==> src/rtl/inst_stream_encoder_if.sv <==
// rtl/inst_stream_encoder_if.sv - request and instruction-memory write bus of the instruction stream encoder
//
// Groups the two handshaked paths of the encoder:
//   request path : in_valid/in_ready/in_last plus instruction fields
//                  (in_kind, in_rs, in_rt, in_rd, in_shamt, in_imm, in_target)
//   write path   : im_wr_en/im_ready plus im_addr/im_wdata
// modport slave  : the encoder (consumes requests, issues memory writes)
// modport master : the loader side (issues requests, accepts memory writes)
interface inst_stream_encoder_if #(
    parameter int ADDR_W = 32
);
    logic              in_valid;
    logic              in_ready;
    logic              in_last;
    logic [2:0]        in_kind;
    logic [4:0]        in_rs;
    logic [4:0]        in_rt;
    logic [4:0]        in_rd;
    logic [4:0]        in_shamt;
    logic [15:0]       in_imm;
    logic [25:0]       in_target;
    logic              im_wr_en;
    logic              im_ready;
    logic [ADDR_W-1:0] im_addr;
    logic [31:0]       im_wdata;

    modport slave (
        input  in_valid, in_last, in_kind, in_rs, in_rt, in_rd, in_shamt, in_imm, in_target,
        output in_ready,
        output im_wr_en, im_addr, im_wdata,
        input  im_ready
    );

    modport master (
        output in_valid, in_last, in_kind, in_rs, in_rt, in_rd, in_shamt, in_imm, in_target,
        input  in_ready,
        input  im_wr_en, im_addr, im_wdata,
        output im_ready
    );
endinterface

==> src/rtl/inst_stream_encoder.sv <==
// rtl/inst_stream_encoder.sv - encodes MIPS instruction requests and streams them into instruction memory
//
// Ports:
//   clk, rst_n      clock and synchronous active-low reset
//   start/base_addr begin a load session at base_addr (honoured only in IDLE)
//   bus (slave)     request handshake in, instruction-memory write port out
//   word_cnt        words written this session (saturating)
//   busy            session in RUN or DRAIN
//   done            one-cycle pulse at session end
//   err             sticky field-check error
// Optional macro INST_FIELD_CHECK_EN enables the unused-field check driving err;
// without it err is tied low. Masking of unused fields is identical either way.
module inst_stream_encoder #(
    parameter int DEPTH  = 4,
    parameter int ADDR_W = 32
) (
    input  logic                clk,
    input  logic                rst_n,
    input  logic                start,
    input  logic [ADDR_W-1:0]   base_addr,
    inst_stream_encoder_if.slave bus,
    output logic [15:0]         word_cnt,
    output logic                busy,
    output logic                done,
    output logic                err
);
    localparam int PTR_W = $clog2(DEPTH);
    localparam int CNT_W = PTR_W + 1;
    localparam logic [CNT_W-1:0] FULL_CNT = CNT_W'(DEPTH);

    localparam logic [2:0] K_ADDU = 3'd0;
    localparam logic [2:0] K_SUBU = 3'd1;
    localparam logic [2:0] K_ORI  = 3'd2;
    localparam logic [2:0] K_SLL  = 3'd3;
    localparam logic [2:0] K_LW   = 3'd4;
    localparam logic [2:0] K_SW   = 3'd5;
    localparam logic [2:0] K_BEQ  = 3'd6;
    localparam logic [2:0] K_J    = 3'd7;

    typedef enum logic [1:0] {IDLE, RUN, DRAIN, DONE} state_t;
    state_t state;

    logic [31:0]      mem [DEPTH];
    logic [PTR_W-1:0] wr_ptr;
    logic [PTR_W-1:0] rd_ptr;
    logic [CNT_W-1:0] count;
    logic [31:0]      enc_word;
    logic             push;
    logic             pop;
    logic             fifo_empty;
    logic             fifo_full;

    assign fifo_empty   = (count == '0);
    assign fifo_full    = (count == FULL_CNT);
    // No full-bypass: a pop in the same cycle does not reopen in_ready.
    assign bus.in_ready = (state == RUN) && !fifo_full;
    assign bus.im_wr_en = !fifo_empty;
    assign bus.im_wdata = mem[rd_ptr];
    assign push         = bus.in_valid && bus.in_ready;
    assign pop          = bus.im_wr_en && bus.im_ready;
    assign busy         = (state == RUN) || (state == DRAIN);
    assign done         = (state == DONE);

    // Unused fields are dropped by construction of each encoding.
    always_comb begin
        enc_word = 32'h0;
        case (bus.in_kind)
            K_ADDU:  enc_word = {6'h00, bus.in_rs, bus.in_rt, bus.in_rd, 5'd0, 6'h21};
            K_SUBU:  enc_word = {6'h00, bus.in_rs, bus.in_rt, bus.in_rd, 5'd0, 6'h23};
            K_ORI:   enc_word = {6'h0D, bus.in_rs, bus.in_rt, bus.in_imm};
            K_SLL:   enc_word = {6'h00, 5'd0, bus.in_rt, bus.in_rd, bus.in_shamt, 6'h00};
            K_LW:    enc_word = {6'h23, bus.in_rs, bus.in_rt, bus.in_imm};
            K_SW:    enc_word = {6'h2B, bus.in_rs, bus.in_rt, bus.in_imm};
            K_BEQ:   enc_word = {6'h04, bus.in_rs, bus.in_rt, bus.in_imm};
            K_J:     enc_word = {6'h02, bus.in_target};
            default: enc_word = 32'h0;
        endcase
    end

    // Storage is not reset; pointers and count define validity.
    always_ff @(posedge clk) begin
        if (push) begin
            mem[wr_ptr] <= enc_word;
        end
    end

    always_ff @(posedge clk) begin
        if (!rst_n) begin
            state       <= IDLE;
            wr_ptr      <= '0;
            rd_ptr      <= '0;
            count       <= '0;
            bus.im_addr <= '0;
            word_cnt    <= 16'h0;
        end else begin
            if (push) begin
                wr_ptr <= wr_ptr + 1'b1;
            end
            if (pop) begin
                rd_ptr      <= rd_ptr + 1'b1;
                bus.im_addr <= bus.im_addr + ADDR_W'(4);
                if (word_cnt != 16'hFFFF) begin
                    word_cnt <= word_cnt + 16'd1;
                end
            end
            case ({push, pop})
                2'b10:   count <= count + 1'b1;
                2'b01:   count <= count - 1'b1;
                default: count <= count;
            endcase

            // The FIFO is always empty in IDLE, so the start load never races a pop.
            case (state)
                IDLE: begin
                    if (start) begin
                        bus.im_addr <= base_addr;
                        word_cnt    <= 16'h0;
                        state       <= RUN;
                    end
                end
                RUN: begin
                    if (push && bus.in_last) begin
                        state <= DRAIN;
                    end
                end
                DRAIN: begin
                    if (fifo_empty) begin
                        state <= DONE;
                    end
                end
                DONE:    state <= IDLE;
                default: state <= IDLE;
            endcase
        end
    end

`ifdef INST_FIELD_CHECK_EN
    logic field_bad;

    always_comb begin
        field_bad = 1'b0;
        case (bus.in_kind)
            K_SLL:                     field_bad = (bus.in_rs != 5'd0);
            K_ADDU, K_SUBU:            field_bad = (bus.in_shamt != 5'd0);
            K_ORI, K_LW, K_SW, K_BEQ:  field_bad = (bus.in_rd != 5'd0) || (bus.in_shamt != 5'd0);
            K_J:                       field_bad = (bus.in_rs != 5'd0) || (bus.in_rt != 5'd0) ||
                                                   (bus.in_rd != 5'd0) || (bus.in_shamt != 5'd0) ||
                                                   (bus.in_imm != 16'h0);
            default:                   field_bad = 1'b0;
        endcase
    end

    always_ff @(posedge clk) begin
        if (!rst_n) begin
            err <= 1'b0;
        end else if ((state == IDLE) && start) begin
            err <= 1'b0;
        end else if (push && field_bad) begin
            err <= 1'b1;
        end
    end
`else
    assign err = 1'b0;
`endif
endmodule

==> src/flat_wrapper.sv <==
// flat-port wrapper written by rule: the top's interface ports become plain ports
module inst_stream_encoder_flat 
#(
    parameter int DEPTH  = 4,
    parameter int ADDR_W = 32
)
  (clk, rst_n, start, base_addr, word_cnt, busy, done, err, bus_in_valid, bus_in_last, bus_in_kind, bus_in_rs, bus_in_rt, bus_in_rd, bus_in_shamt, bus_in_imm, bus_in_target, bus_in_ready, bus_im_wr_en, bus_im_addr, bus_im_wdata, bus_im_ready);
  inst_stream_encoder_if #(.ADDR_W(ADDR_W)) bus_i ();
  input  logic clk;
  input  logic rst_n;
  input  logic start;
  input  logic [ADDR_W-1:0] base_addr;
  output logic [15:0] word_cnt;
  output logic busy;
  output logic done;
  output logic err;
  input wire logic [$bits(bus_i.in_valid)-1:0] bus_in_valid;
  input wire logic [$bits(bus_i.in_last)-1:0] bus_in_last;
  input wire logic [$bits(bus_i.in_kind)-1:0] bus_in_kind;
  input wire logic [$bits(bus_i.in_rs)-1:0] bus_in_rs;
  input wire logic [$bits(bus_i.in_rt)-1:0] bus_in_rt;
  input wire logic [$bits(bus_i.in_rd)-1:0] bus_in_rd;
  input wire logic [$bits(bus_i.in_shamt)-1:0] bus_in_shamt;
  input wire logic [$bits(bus_i.in_imm)-1:0] bus_in_imm;
  input wire logic [$bits(bus_i.in_target)-1:0] bus_in_target;
  output wire logic [$bits(bus_i.in_ready)-1:0] bus_in_ready;
  output wire logic [$bits(bus_i.im_wr_en)-1:0] bus_im_wr_en;
  output wire logic [$bits(bus_i.im_addr)-1:0] bus_im_addr;
  output wire logic [$bits(bus_i.im_wdata)-1:0] bus_im_wdata;
  input wire logic [$bits(bus_i.im_ready)-1:0] bus_im_ready;
  assign bus_i.in_valid = bus_in_valid;
  assign bus_i.in_last = bus_in_last;
  assign bus_i.in_kind = bus_in_kind;
  assign bus_i.in_rs = bus_in_rs;
  assign bus_i.in_rt = bus_in_rt;
  assign bus_i.in_rd = bus_in_rd;
  assign bus_i.in_shamt = bus_in_shamt;
  assign bus_i.in_imm = bus_in_imm;
  assign bus_i.in_target = bus_in_target;
  assign bus_in_ready = bus_i.in_ready;
  assign bus_im_wr_en = bus_i.im_wr_en;
  assign bus_im_addr = bus_i.im_addr;
  assign bus_im_wdata = bus_i.im_wdata;
  assign bus_i.im_ready = bus_im_ready;
  inst_stream_encoder #(.DEPTH(DEPTH), .ADDR_W(ADDR_W)) u_core (.clk(clk), .rst_n(rst_n), .start(start), .base_addr(base_addr), .bus(bus_i), .word_cnt(word_cnt), .busy(busy), .done(done), .err(err));
endmodule
==> config.mk <==
export PLATFORM = sky130hd
export DESIGN_NAME = inst_stream_encoder_flat
export DESIGN_NICKNAME = d
export VERILOG_FILES = /design/src/rtl/inst_stream_encoder_if.sv /design/src/rtl/inst_stream_encoder.sv /design/src/flat_wrapper.sv
export SDC_FILE = /design/constraint.sdc
export NUM_CORES = 1
export LEC_CHECK = 0
export BUFFER_PORTS_ARGS = -buffer_cell sky130_fd_sc_hd__buf_2
export CELL_PAD_IN_SITES_DETAIL_PLACEMENT = 1
export CELL_PAD_IN_SITES_GLOBAL_PLACEMENT = 2
export CORE_MARGIN = 2
export CORE_UTILIZATION = 39
export DETAILED_ROUTE_END_ITERATION = 10
export PLACE_DENSITY = 0.9
export SLEW_MARGIN = 20
export SYNTH_ARGS = -nofsm -noshare
export SYNTH_HDL_FRONTEND = slang
export SYNTH_SLANG_ARGS = --single-unit
==> constraint.sdc <==
create_clock -name clk -period 4.9 [get_ports clk]
set_input_delay 0.49 -clock clk [delete_from_list [all_inputs] [get_ports clk]]
set_output_delay 0.49 -clock clk [all_outputs]
set_load 0.05 [all_outputs]
==> results.md <==
- Row count: 53
- Post-CTS setup buffers: 0
- DP HPWL: 14.2 mm
- Synth top area share: 0.450
- Leading area contributor after synthesis: edfxtp_1
- P_int: 2.99 mW
- Synth unique cells: 57
- Vias per inst: 5.30
- Largest stage delay, worst path: 0.70 ns
- GPL Wtd Cong: 0.781
- EDFF count, synth: 124
- Max-Cap Viols: 0
- Synth Warn #: 0
- Post-cts sizing count: 0
- Register area: 4910 um^2
- Crit path to: bus_im_wdata[29]
- Nets: 942
- Clock Latency Late Sink: 0.44 ns
- Worst-margin pin slew: 1.02 ns
- Power Density: 495 nW/um^2
- Fmax: 353 MHz
- Total grt overflow: 0
- Average wire per standard cell: 18.5 um
- Switching share of power: 0.399
- M3 GR Usage: 0.0564
- Worst-path clk slew: 0.07 ns
- Hold crit path type: input pin to register
- Syn_area_per_cell: 12.7 um^2
- Synthesized flop and latch total: 183
- # fillers: 2297
- Psw: 1.99 mW
- Static leakage power: 3.74 nW
- Worst setup SP type: register
- Sequential area share after synthesis: 0.592
- Final core occ: 0.479
- Initial antenna violation count: 0
- Iteration-0 DRC Markers: 273
- Multi-input logic area: 3110 um^2
- Initial Utilization: 0.395
- Flop2flop setup slack: 2.35 ns
- Synth top area cells: edfxtp_1 (45%), dfxtp_1 (14%), mux4_2 (8.4%), o21ai_0 (2.5%), xnor2_1 (2.5%)
- Final max-slew violation count: 0
- Vias in the first global route: 6087
- Critical path cell sequence: buf_4, mux4_2, buf_2
- Slew headroom: 0.319
- PortBufs: 185
- Setup TNS: 0 ns
- Num ports: 188
- Post-Syn Instances: 651
- Met2 Use GR: 0.312
- RSZ-0062 raised after global routing: false
- Layout cells sized above 1: 0.327
- Worst VDD drop: 0.000283 V
- CTS tree: yes
- Routing usage on met1: 0.251
- CTS Root Cell: clkbuf_16
- FF-to-FF End: u_core.count[2]
- Hold buffer count at CTS: 0
- Critical path's slowest cell: dfxtp_2
- Most common cell after layout, fill and taps aside: buf_2
- Clock Skews: 0.0157 ns
- Post-Synthesis Cell Area: 8280 um^2
- GRT busiest layer: met2
- CP Capture Type: primary output
- WP data required: 4.41 ns
- Stages on worst setup path: 3
- DRT Pass-1 Iters: 4
- WL final: 20.6 mm
- Die height: 150 um
- Die Wd: 150 um
- Inserted Clock Buffers: 17
- First-pass GRT wire length: 32.7 mm
- Largest net degree at the start of global routing: 61
- Ys async rst share: 0
- Clk buf depth: 2
- Post-route minimum period: 2.83 ns
- Final hold vios: 0
- Area grow syn2layout: 21.3%
- H-tree depth: 4
- Leading cell types in the layout, fill and taps excluded: buf_2 (185), edfxtp_1 (124), dfxtp_1 (58)
- Worst Path Buf+Inv: 2
- Seq pwr share: 0.403
- CP top delay family: flip-flops
- Comb power frac: 0.330
- Via count: 5903
- # DRC: 0
- Antenna-violating nets left: 0
- Final period utilization: 0.578
- Crit-path max FO: 16
- Predominant post-synthesis flop cell: edfxtp_1
- Hold path depth: 3
- Cell depth of the worst flop-to-flop path: 9
- Status: finished clean
- Total GRT Usage: 0.190
- Core Area: 21000 um^2
- Die Area: 22400 um^2
- Clock power share: 0.267
- R2r startpoint: u_core.count[2]
- CTS sink cnt: 183
- Critical Path AT: 2.34 ns
- Crit Path Class: register to primary output
- Final setup vio count: 0
- Antenna Diode Count: 0
-- cell usage after synthesis, drive strengths merged (3+ instances only) --
library cell  number
a31oi              4
dfxtp             59
nand2             41
mux2i             17
nor4               4
nor2b              3
edfxtp           124
inv               29
a211oi            13
nor3              11
xnor2             24
and3               7
and4               4
mux4              31
or3                6
o211ai             8
mux2               5
nor2              42
a21oi             35
nand4             13
o21ai             43
buf                9
clkbuf            28
nand3             27
ha                11
a22o               7
xor2              14
and2               7
-- state kept, by name (all words and copies together), names as in the netlist, named ones only --
register            flops
u_core.count            3
u_core.word_cnt        16
u_core.bus.im_addr     32
u_core.mem            124
u_core.rd_ptr           2
u_core.wr_ptr           2
u_core.state            2
-- logic make-up (layout without fill, tap and decap cells) --
group | Yosys count | count (layout) | share of synthesized area
compound gates | 123 | 123 | 0.0908
xor+xnor | 38 | 38 | 0.0402
fa+ha+maj | 12 | 12 | 0.0190
buf+inv | 66 | 253 | 0.0322
flops | 183 | 183 | 0.592
mux | 53 | 53 | 0.112
other cells | 1 | 2 | 0.000453
simple gates | 175 | 175 | 0.113
-- worst min path at each step --
stage	startpoint	endpoint
3_5_place_dp	u_core.bus.im_addr[1]	u_core.bus.im_addr[1]
3_3_place_gp	u_core.bus.im_addr[1]	u_core.bus.im_addr[1]
2_1_floorplan	u_core.rd_ptr[1]	register
5_1_grt	base_addr[1]	u_core.bus.im_addr[1]
6_report	base_addr[10]	u_core.bus.im_addr[10]
4_1_cts	base_addr[1]	u_core.bus.im_addr[1]
-- cell type report --
type                            instances  area share
Sequential cell                       183       0.489
Multi-Input combinational cell        403       0.310
Inverter                               29      0.0108
Clock inverter                         14      0.0157
Timing Repair Buffer                  193      0.0982
Clock buffer                           17      0.0424
Tap cell                              275      0.0343
-- stage by stage --
| stage | setup WS, ns | power [mW] | hold WS [ns] | std cells | instance area, um^2 |
|---|---|---|---|---|---|
| CTS | 1.97 | 5.05 | 0.262 | 1114 | 10000 |
| floorplan | 2.47 | 3.27 | 0.485 | 652 | 8290 |
| detailed placement | 2.30 | 3.70 | 0.450 | 1083 | 9460 |
| global placement | 2.39 | 3.67 | 0.449 | 1083 | 9460 |
| global route | 1.86 | 5.22 | 0.265 | 1114 | 10000 |
| finish | 2.07 | 4.98 | 0.287 | 1114 | 10000 |
-- layer usage --
metal  wire, um  part of all wire
met5          0                 0
met4        185            0.0090
met3       1580             0.077
met2       9700              0.47
met1       9130              0.44
-- tightest hold or removal path: stages --
cell,delay [ns]
buf_2,0.08
nand3_1,0.05
o21ai_0,0.06
-- power by group through the flow --
stage	registers [mW]	clock network, mW	logic, mW
3_5_place_dp	2.04	0	1.66
5_1_grt	2.04	1.43	1.76
3_3_place_gp	2.03	0	1.64
4_1_cts	2.01	1.38	1.66
6_report	2.01	1.33	1.64
2_1_floorplan	2.26	0	1.01
No activity file was read; power rests on OpenSTA's default activity.
